==> config.mk <==
export PLATFORM = sky130hd
export DESIGN_NAME = bin_to_bcd2
export DESIGN_NICKNAME = d
export VERILOG_FILES = /design/src/rtl/bin_to_bcd2_pkg.sv /design/src/rtl/bcd_add3.sv /design/src/rtl/bin_to_bcd2.sv
export SDC_FILE = /design/constraint.sdc
export NUM_CORES = 1
export LEC_CHECK = 0
export CELL_PAD_IN_SITES_DETAIL_PLACEMENT = 0
export CELL_PAD_IN_SITES_GLOBAL_PLACEMENT = 2
export CORE_MARGIN = 2
export CORE_UTILIZATION = 34
export CTS_CLUSTER_DIAMETER = 120
export DETAILED_ROUTE_END_ITERATION = 7
export HOLD_SLACK_MARGIN = 0.15
export PLACE_DENSITY_LB_ADDON = 0.1
export SLEW_MARGIN = 20
export SYNTH_ARGS = -nofsm -noshare
export SYNTH_HDL_FRONTEND = slang
export SYNTH_SLANG_ARGS = --single-unit
==> constraint.sdc <==
create_clock -name clk -period 2.05 [get_ports clk]
set_input_delay 0.41 -clock clk [delete_from_list [all_inputs] [get_ports clk]]
set_output_delay 0.41 -clock clk [all_outputs]
set_load 0.01 [all_outputs]
==> src/rtl/bin_to_bcd2_pkg.sv <==
// Shared types and constants for the 2-digit binary-to-BCD converter.
package bin_to_bcd2_pkg;
  typedef enum logic [1:0] {IDLE, SHIFT, DONE} state_t;

  localparam int MAX_VAL_DEF = 99;
  localparam int BIN_W       = 7;
  localparam int DIG_W       = 4;
  localparam int NUM_DIG     = 2;
  localparam int CNT_W       = 3;
  localparam int SR_W        = NUM_DIG * DIG_W + BIN_W;

  localparam logic [DIG_W-1:0] OVF_CODE = 4'hE;
  localparam logic [CNT_W-1:0] SHIFTS   = 3'd7;
endpackage

==> src/rtl/bcd_add3.sv <==
// Double-dabble digit correction: bump a digit >=5 by 3 so the next shift carries.
module bcd_add3
  import bin_to_bcd2_pkg::*;
(
  input  logic [DIG_W-1:0] digit,
  output logic [DIG_W-1:0] corrected
);
  assign corrected = (digit >= 4'd5) ? digit + 4'd3 : digit;
endmodule

==> src/rtl/bin_to_bcd2.sv <==
// Serial double-dabble converter: 7-bit binary to two BCD digits for a 7-seg driver.
module bin_to_bcd2
  import bin_to_bcd2_pkg::*;
#(
  parameter int MAX_VAL = MAX_VAL_DEF
) (
  input  logic             clk,
  input  logic             rstN,
  input  logic             start,
  input  logic [BIN_W-1:0] binIn,
  output logic             busy,
  output logic             done,
  output logic [DIG_W-1:0] hex1,
  output logic [DIG_W-1:0] hex0,
  output logic             ovf
);
  localparam logic [BIN_W-1:0] MAX_V = BIN_W'(MAX_VAL);

  state_t                              state;
  logic [CNT_W-1:0]                    cnt;
  logic [BIN_W-1:0]                    sr;
  logic [NUM_DIG-1:0][DIG_W-1:0]       bcd;
  logic [NUM_DIG-1:0][DIG_W-1:0]       corr;
  logic [SR_W-1:0]                     cat;
  logic [SR_W-1:0]                     sh;

  for (genvar g = 0; g < NUM_DIG; g++) begin : g_dig
    bcd_add3 u_add3 (.digit(bcd[g]), .corrected(corr[g]));
  end

  assign cat = {corr, sr};
  assign sh  = {cat[SR_W-2:0], 1'b0};

  always_ff @(posedge clk or negedge rstN) begin
    if (!rstN) begin
      state <= IDLE;
      busy  <= 1'b0;
      done  <= 1'b0;
      hex1  <= '0;
      hex0  <= '0;
      ovf   <= 1'b0;
      cnt   <= '0;
      sr    <= '0;
      bcd   <= '0;
    end else begin
      case (state)
        IDLE: begin
          if (start) begin
            if (binIn > MAX_V) begin
              state <= DONE;
              done  <= 1'b1;
              hex1  <= OVF_CODE;
              hex0  <= OVF_CODE;
              ovf   <= 1'b1;
            end else begin
              state <= SHIFT;
              busy  <= 1'b1;
              sr    <= binIn;
              bcd   <= '0;
              cnt   <= SHIFTS;
            end
          end
        end
        SHIFT: begin
          bcd <= sh[SR_W-1 -: NUM_DIG*DIG_W];
          sr  <= sh[BIN_W-1:0];
          cnt <= cnt - 1'b1;
          // Last shift lands the digits straight on the outputs.
          if (cnt == 3'd1) begin
            state <= DONE;
            busy  <= 1'b0;
            done  <= 1'b1;
            hex1  <= sh[SR_W-1 -: DIG_W];
            hex0  <= sh[SR_W-1-DIG_W -: DIG_W];
            ovf   <= 1'b0;
          end
        end
        DONE: begin
          state <= IDLE;
          done  <= 1'b0;
        end
        default: begin
          state <= IDLE;
          busy  <= 1'b0;
          done  <= 1'b0;
        end
      endcase
    end
  end
endmodule

# Word-level counts from Yosys, hierarchy flattened
# Index checks and enable logic that the tools add are counted.
[word_totals] register_bits=31 output_inout_bits=11 wordCells=61 in_bits=10
[op_classes] addsub=3 n_reduce_logical=7 n_eq_ne=7 n_lt_le_gt_ge=3 n_bitwise=1 n_mux=30
[ops] operator="two-way mux 4 bit" count=5
[ops] operator="two-way mux 8 bit" count=2
[ops] operator="case mux 4 bit (2 select lines)" count=2
[ops] operator="case mux 8 bit (2 select lines)" count=1
[ops] operator="two-way mux 7 bit" count=2
[ops] operator="case mux 7 bit (2 select lines)" count=1
[ops] operator="two-way mux 3 bit" count=3
[ops] operator="greater-or-equal comparator 4 x 3 -> 1 bit, second input constant" count=2
[ops] operator="!= test 2 bit, second input constant" count=4
[ops] operator="AND reduction 4 bit" count=2
[ops] operator="> comparator 7 bit, second input constant" count=1
[ops] operator="two-way mux 1 bit" count=6
[ops] operator="two-way mux 2 bit" count=3
[ops] operator="case mux 3 bit (2 select lines)" count=1
[ops] operator="AND reduction 3 bit" count=2
[ops] operator="adder 4 x 2 -> 4 bit, second input constant" count=1
[ops] operator="case mux 1 bit (2 select lines)" count=2
[ops] operator="case mux 2 bit (2 select lines)" count=1
[ops] operator="adder 3 x 2 -> 3 bit, second input constant" count=1
[ops] operator="== test 3 x 1 -> 1 bit, second input constant" count=1
[ops] operator="case mux 1 bit (3 select lines)" count=1
[ops] operator="subtractor 3 x 1 -> 3 bit, second input constant" count=1
[ops] operator="== test 2 x 1 -> 1 bit, second input constant" count=1
[ops] operator="== test 2 bit, second input constant" count=1
[ops] operator="4 further kinds" count=4

# Longest topological paths before layout
[logic_depth] word_depth=4 mapped_depth=7 depth_no_buf=6

# By module
# Synthesis repeated with hierarchy kept, for this count alone.
[hier_totals] cells_unflattened=148 hier_area_um2=1626.6
[by_module_without_submodules] mod="bin_to_bcd2" area_per_inst_um2=1423.9 cells_per_inst=116 seq_area_each_um2=775.7 instances=1
[by_module_without_submodules] mod="bcd_add3" area_per_inst_um2=101.3 cells_per_inst=16 seq_area_each_um2=0.0 instances=2

# Least setup slack after synthesis
# Ideal clock, no wire load.
[synth_timing] path_kind="register to register" start="register bcd[0] in the netlist's numbering" end="register bcd[2] in the netlist's numbering" path_slack_ps=545 n_path_buf=0 stages_incl_launch_ff=7 period_less_slack_ps=1505 t_arrival_ps=1422 cell_sequence="dfrtp_1 -> inv_1 -> ha_1 -> nand2b_1 -> a21oi_1 -> mux2_2 -> o22ai_1"
[synth_between] elab_chain_len=3
[synth_rtl] element="start: declaration" line="bin_to_bcd2.sv:22" rtl="logic [NUM_DIG-1:0][DIG_W-1:0] bcd;"
[synth_rtl] element="start signal: assignment" line="bin_to_bcd2.sv:65" rtl="bcd <= sh[SR_W-1 -: NUM_DIG*DIG_W];"
[synth_rtl] element="adder 4 x 2 -> 4 bit or greater-or-equal comparator 4 x 3 -> 1 bit (tied branches)" line="bcd_add3.sv:8" rtl="assign corrected = (digit >= 4'd5) ? digit + 4'd3 : digit;"
[synth_rtl] element="two-way mux 4 bit (*)" line="bcd_add3.sv:8"
[synth_rtl] element="case mux 8 bit (2 select lines) (*)" line="bin_to_bcd2.sv:46" rtl="case (state)"
# Every way passes the cells marked *; elsewhere a longest branch is shown, timed or not.
# A chain may end at the register's enable or synchronous reset.

# Worst setup path in the final report
[layout_timing] start="input binIn[3]" end="register hex1[1]"
[layout_between] elab_chain_len=3
[layout_rtl] element="start: declaration" line="bin_to_bcd2.sv:10" rtl="input logic [BIN_W-1:0] binIn,"
[layout_rtl] element="> comparator 7 bit" line="bin_to_bcd2.sv:49" rtl="if (binIn > MAX_V) begin"
[layout_rtl] element="!= test 2 bit (no line)"
[layout_rtl] element="AND reduction 4 bit (no line)"
[layout_rtl] element="end signal: assignment" line="bin_to_bcd2.sv:73" rtl="hex1 <= sh[SR_W-1 -: DIG_W];"
[layout_rtl] element="end: declaration" line="bin_to_bcd2.sv:13" rtl="output logic [DIG_W-1:0] hex1,"
# Every way passes these cells.

==> impl_metrics.env <==
export IMPL_gp_congestion=0.779
export IMPL_dpl_cell_area_um2=1830
export IMPL_drive_above_1_share=0.131
export IMPL_hp_class="flop to flop"
export IMPL_synthCells=151
export IMPL_drc_errors=0
export IMPL_area_growth_pct=26.1
export IMPL_cp_arrival_ns=1.88
export IMPL_period_minus_slack_ns=1.71
export IMPL_firstDrtPassIters=4
export IMPL_layout_common_cells="31 x dfrtp_1, 20 x clkdlybuf4s50_1, 15 x nor2_1"
export IMPL_slew_headroom=0.712
export IMPL_slew_viol_final=0
export IMPL_clock_path_buffers=2
export IMPL_cts_setup_buffers=0
export IMPL_n_antenna_cell=0
export IMPL_ys_warn_count=0
export IMPL_power_w=0.00292
export IMPL_worst_pin_slew_ns=0.432
export IMPL_ys_flop_type="dfrtp_1"
export IMPL_maxCapViolCount=0
export IMPL_netlist_area_um2=1530
export IMPL_crit_type="input pin to flop"
export IMPL_cp_start_kind="input pin"
export IMPL_worstPathMaxFanout=10
export IMPL_hpwl_um=2430
export IMPL_final_common_cell="dfrtp_1"
export IMPL_ant_nets=0
export IMPL_cts_resized_gates=0
export IMPL_worstRegToRegCells=6
export IMPL_min_from="sr[4]"
export IMPL_drtIter0Drc=67
export IMPL_seq_area_frac_synth=0.508
export IMPL_grt_overflow_total=0
export IMPL_core_area_um2=4350
export IMPL_io_buffers=20
export IMPL_ctsRootBufferMaster="clkbuf_8"
export IMPL_fin_util=0.442
export IMPL_die_h_um=71.0
export IMPL_start_util=0.351
export IMPL_cp_required_ns=2.22
export IMPL_vias=1223
export IMPL_die_w_um=71.0
export IMPL_setup_viol=0
export IMPL_fin_worst_skew_ns=0.00487
export IMPL_cts_tree="yes"
export IMPL_totalWireLength_um=3460
export IMPL_fill_cells=416
export IMPL_critPathCaptureType="flop"
export IMPL_whs_ns=0.483
export IMPL_rsz0062_at_grt="no"
export IMPL_numCtsBuffers=5
export IMPL_path_clk_slew_ns=0.07
export IMPL_cts_hold_fix_buffers=0
export IMPL_vdd_drop_max_uv=435
export IMPL_grt_pass1_wl_um=6160
export IMPL_tns_ns=0
export IMPL_yosysUniqueCellTypes=34
export IMPL_holdPathStages=2
export IMPL_clock_latency_ns=0.28
export IMPL_r2r_end="bcd[2]"
export IMPL_syn_num_nets=167
export IMPL_design_area_um2=1930
export IMPL_via_per_inst=5.20
export IMPL_syn_area_per_cell_um2=10.1
export IMPL_wl_per_cell_um=14.7
export IMPL_grt_max_degree=32
export IMPL_clock_fmax_mhz=586
export IMPL_grt_pass1_vias=1263
export IMPL_htree_levels=2
export IMPL_critical_path_startpoint="binIn[3]"
export IMPL_num_nets_final=198
export IMPL_row_count=24
export IMPL_regToRegStartpoint="bcd[0]"
export IMPL_synthArstFlopShare=1.00
export IMPL_ys_ff_latch=31
export IMPL_pin_count=21
export IMPL_die_area_um2=5040
export IMPL_hold_viol=0
export IMPL_antenna_found_initial=0
export IMPL_cts_sinks=31
export IMPL_r2r_setup_slack_ns=0.38
export IMPL_synth_edff_count=0
export IMPL_min_to="sr[5]"
export IMPL_p_per_area_nw_per_um2=1520
export IMPL_status="finished clean"
export IMPL_grtUsageTotal=0.157
export IMPL_p_leak_nw=0.822
export IMPL_min_period_over_period=0.832
## metrics by stage
stage	std cells	setup slack (ns)
floorplan	151	0.545
global placement	227	0.0588
detailed placement	227	0.0539
CTS	235	0.350
global route	235	0.212
finish	235	0.345
## power breakdown
group / internal [W] / switching (W) / total (W)
Sequential: 0.000873 / 0.000217 / 0.00109
Clock: 0.000306 / 0.000232 / 0.000538
Combinational: 0.000625 / 0.000668 / 0.00129
Total: 0.00180 / 0.00112 / 0.00292
## worst max path at each step
stage          cells past startpoint  slack, ns       to
3_3_place_gp                       4       0.06  hex1[1]
5_1_grt                            6       0.21  hex1[3]
3_5_place_dp                       4       0.05  hex1[1]
2_1_floorplan                      6       0.55   bcd[2]
4_1_cts                            4       0.35  hex1[1]
6_report                           4       0.34  hex1[1]
## synth_stat cells, types with 3 or more instances
master | count | share of area
dfrtp_1 | 31 | 0.51
nor2_1 | 15 | 0.037
inv_1 | 11 | 0.027
nand2_1 | 11 | 0.027
o21ai_0 | 11 | 0.036
a21oi_1 | 10 | 0.033
ha_1 | 6 | 0.049
a31oi_1 | 5 | 0.020
nand3_1 | 4 | 0.013
a2bb2oi_1 | 3 | 0.017
buf_2 | 3 | 0.0098
mux2i_1 | 3 | 0.020
nand2b_1 | 3 | 0.012
nor3_1 | 3 | 0.0098
nor3b_1 | 3 | 0.015
o22a_1 | 3 | 0.017
o22ai_1 | 3 | 0.012
## cell families after synthesis
logic type | after synthesis | synth area share
AOI/OAI and AO/OA | 44 | 0.185
adders and majority gates | 6 | 0.0492
and+or+nand+nor | 46 | 0.157
buffers and inverters | 17 | 0.0541
DFF | 31 | 0.508
muxes | 5 | 0.0344
xor gates and xnor gates | 2 | 0.0115
## worst max-delay path, cell delays in order
cell,delay [ns]
clkdlybuf4s50_1,0.46
o311a_1,0.41
o22a_1,0.34
o22a_1,0.25
## routing by layer
metal  GRT usage  vias to the layer above  routed length [µm]
met2       0.253                       26                1610
met4      0.0566                        0                  59
met1       0.201                      599                1640
met5           0                        -                   0
li1            -                      593                   -
met3      0.0442                        5                 147
## layout make-up
type | count | area (µm²) | area share
inverters | 11 | 41.3 | 0.0214
clock buffers | 8 | 100 | 0.0520
multi-input cells | 103 | 668 | 0.347
repair buffers | 30 | 275 | 0.143
well taps | 52 | 65.1 | 0.0338
flip-flops and latches | 31 | 776 | 0.403
## flip-flops by register name, summed over array words and instances, names as in the netlist
signal  count
bcd         8
busy        1
cnt         3
done        1
hex0        4
hex1        4
ovf         1
sr          7
state       2
(Power assumes the default switching activity.)
==> RTL edit: new RTL, same flow settings <==
Add an input register stage for `start` and `binIn`, cleared by the reset; this delays them by one clock.
--- a/src/rtl/bin_to_bcd2.sv
+++ b/src/rtl/bin_to_bcd2.sv
@@ -15,6 +15,19 @@
   output logic             ovf
 );
   localparam logic [BIN_W-1:0] MAX_V = BIN_W'(MAX_VAL);
+
+  logic start_q;
+  logic [BIN_W-1:0] binIn_q;
+
+  always_ff @(posedge clk or negedge rstN) begin
+    if (!rstN) begin
+      start_q <= '0;
+      binIn_q <= '0;
+    end else begin
+      start_q <= start;
+      binIn_q <= binIn;
+    end
+  end
 
   state_t                              state;
   logic [CNT_W-1:0]                    cnt;
@@ -45,8 +58,8 @@
     end else begin
       case (state)
         IDLE: begin
-          if (start) begin
-            if (binIn > MAX_V) begin
+          if (start_q) begin
+            if (binIn_q > MAX_V) begin
               state <= DONE;
               done  <= 1'b1;
               hex1  <= OVF_CODE;
@@ -55,7 +68,7 @@
             end else begin
               state <= SHIFT;
               busy  <= 1'b1;
-              sr    <= binIn;
+              sr    <= binIn_q;
               bcd   <= '0;
               cnt   <= SHIFTS;
             end
Function: changed (Yosys sat finds a counterexample within 4 cycles, from zero or initial values and one cycle with rstN low).
==> RTL edit against the original RTL <==
Routed wire length grew 7.8%. Sequential power is 17% higher. Clock power increased by 24%. Power grew 10%. Fmax grew 2.4%. Sequential cell count up 8. Final area is 12% higher. Worst setup slack better by 39 ps. Synthesized area rose by 14%. Clock skew is 5.4 ps higher.
==> RTL edit: results (changes against the original RTL) <==
DR pass1 iterations=4 (unchanged); Final nets=193 (was 198); Max-Slew Margin vs Limit=68.0% (was 71.2%); worst skew pair latency=300 ps (was 280 ps); RD Place Congestion=0.741 (was 0.779); hold path depth=1 (was 2); GRT Util Overall=14.9% (was 15.7%); vias per cell=4.92 (was 5.20); VDD IR max=0.584 mV (was 0.435 mV); yosys warns=0 (unchanged); Logic pwr share=39.9% (was 44.3%); n_diodes=0 (unchanged); initial antenna violation count=0 (unchanged); met2 GRT Util=24.0% (was 25.3%); M1 GR Usage=18.7% (was 20.1%); WHS Endpoint=hex0[1] (was sr[5]); number of buffers added on ports=20 (unchanged); worst-case reg-to-reg path depth=6 (unchanged); Reg clk slew, reported paths=80 ps; biggest regs=bcd: 8 flops, binIn_q: 7 flops, sr: 7 flops (was bcd: 8 flops, sr: 7 flops); root buffer cell=clkbuf_8 (unchanged); register-to-register setup slack=380 ps; clock tree buffer depth=2 (unchanged); met3 Use GR=3.97% (was 4.42%); syn nets=166 (was 167); CTS buffer count=5 (unchanged); Placement Setup Slack=395 ps (was 53.9 ps); cts hold-fix bufs=1 (was 0); status=finished clean (unchanged); first-pass GRT wire length=6110 um (was 6160 um); final wirelength=3730 um (was 3460 um); Max Clock Skew=10.2 ps (was 4.87 ps); pin count of the biggest net entering global routing=21 (was 32); Post-Place Cell Area=0.00204 mm^2 (was 0.00183 mm^2); CP max FO=8 (was 10); LEAKAGE=0.978 nW (was 0.822 nW); layout cell share with drive strength beyond 1=11.8% (was 13.1%); initial drt markers=63 (was 67); Setup Buffers After CTS=0 (unchanged); vias in the first global route=1284 (was 1263); Worst R2R Start=cnt[1] (was bcd[0]); HPWL after detailed placement=2640 um (was 2430 um); Clk pwr share=20.7% (was 18.4%); largest cells by area after synthesis=dfrtp_1, ha_1, a21oi_1, inv_1, o22ai_1 (was dfrtp_1, ha_1, nor2_1, o21ai_0, a21oi_1); Synth cell types=37 (was 34); worst hold path class=flop to flop (unchanged); CTS resizes=0 (unchanged); H-Tree Depth=2 (unchanged); sw power=0.00115 W (was 0.00112 W); Synth async-reset ratio=100% (unchanged); reg2reg end=hex1[0] (was bcd[2]); HP Start=hex0[1] (was sr[4]); Filler Cells Inserted=498 (was 416); sequential area share after synthesis=56.2% (was 50.8%); most frequent cells after synthesis=dfrtp_1, inv_1, a21oi_1, o22ai_1, ha_1 (was dfrtp_1, nor2_1, inv_1, nand2_1, o21ai_0)
==> RTL edit: critical path, cell delays in order (launching register included) <==
cell     delay (ps)
dfrtp_1         360
inv_1           100
ha_1            210
and3b_1         290
a21oi_4          70
nor2_4          220
mux2_4          320
==> RTL edit: how the worst max path moves through the flow <==
stage,startpoint,end,slack [ps]
2_1_floorplan,binIn_q[3],sr[1],590
3_3_place_gp,state[0],hex1[0],440
3_5_place_dp,state[0],hex1[0],400
4_1_cts,cnt[1],hex1[0],390
5_1_grt,state[0],hex0[3],250
6_report,cnt[1],hex1[0],380
==> RTL edit: per-layer routing <==
metal	wire length (um)	part of all wire [%]
met1	1710	46
met5	0	0
met2	1810	49
met3	125	3.4
met4	79	2.1
==> RTL edit: stage by stage <==
step / power, W / utilization, % / hold slack (ps) / std cells
6_report: 0.00322 / 43.2 / 503 / 248
3_3_place_gp: 0.00255 / 40.7 / 390 / 239
2_1_floorplan: 0.00210 / - / 114 / 150
3_5_place_dp: 0.00257 / 40.7 / 399 / 239
4_1_cts: 0.00326 / 43.2 / 506 / 248
5_1_grt: 0.00348 / 43.2 / 518 / 248
==> RTL edit: kinds of logic (layout without fill, tap and decap cells) <==
family / count (synthesis) / in the layout / synth area share, %
buf+inv: 23 / 51 / 5.41
compound gates: 52 / 52 / 21.8
xor+xnor: 3 / 3 / 1.51
flops: 39 / 39 / 56.2
fa+ha+maj: 6 / 6 / 4.33
simple gates: 22 / 22 / 7.50
mux: 5 / 5 / 3.17
==> RTL edit: final cells by class <==
type,count,share of cell area (%)
clock buffers,6,3.81
repair buffers,26,11.8
well taps,70,4.04
inverters,17,2.95
flip-flops and latches,39,45.1
multi-input cells,88,30.7
clock inverters,2,1.62
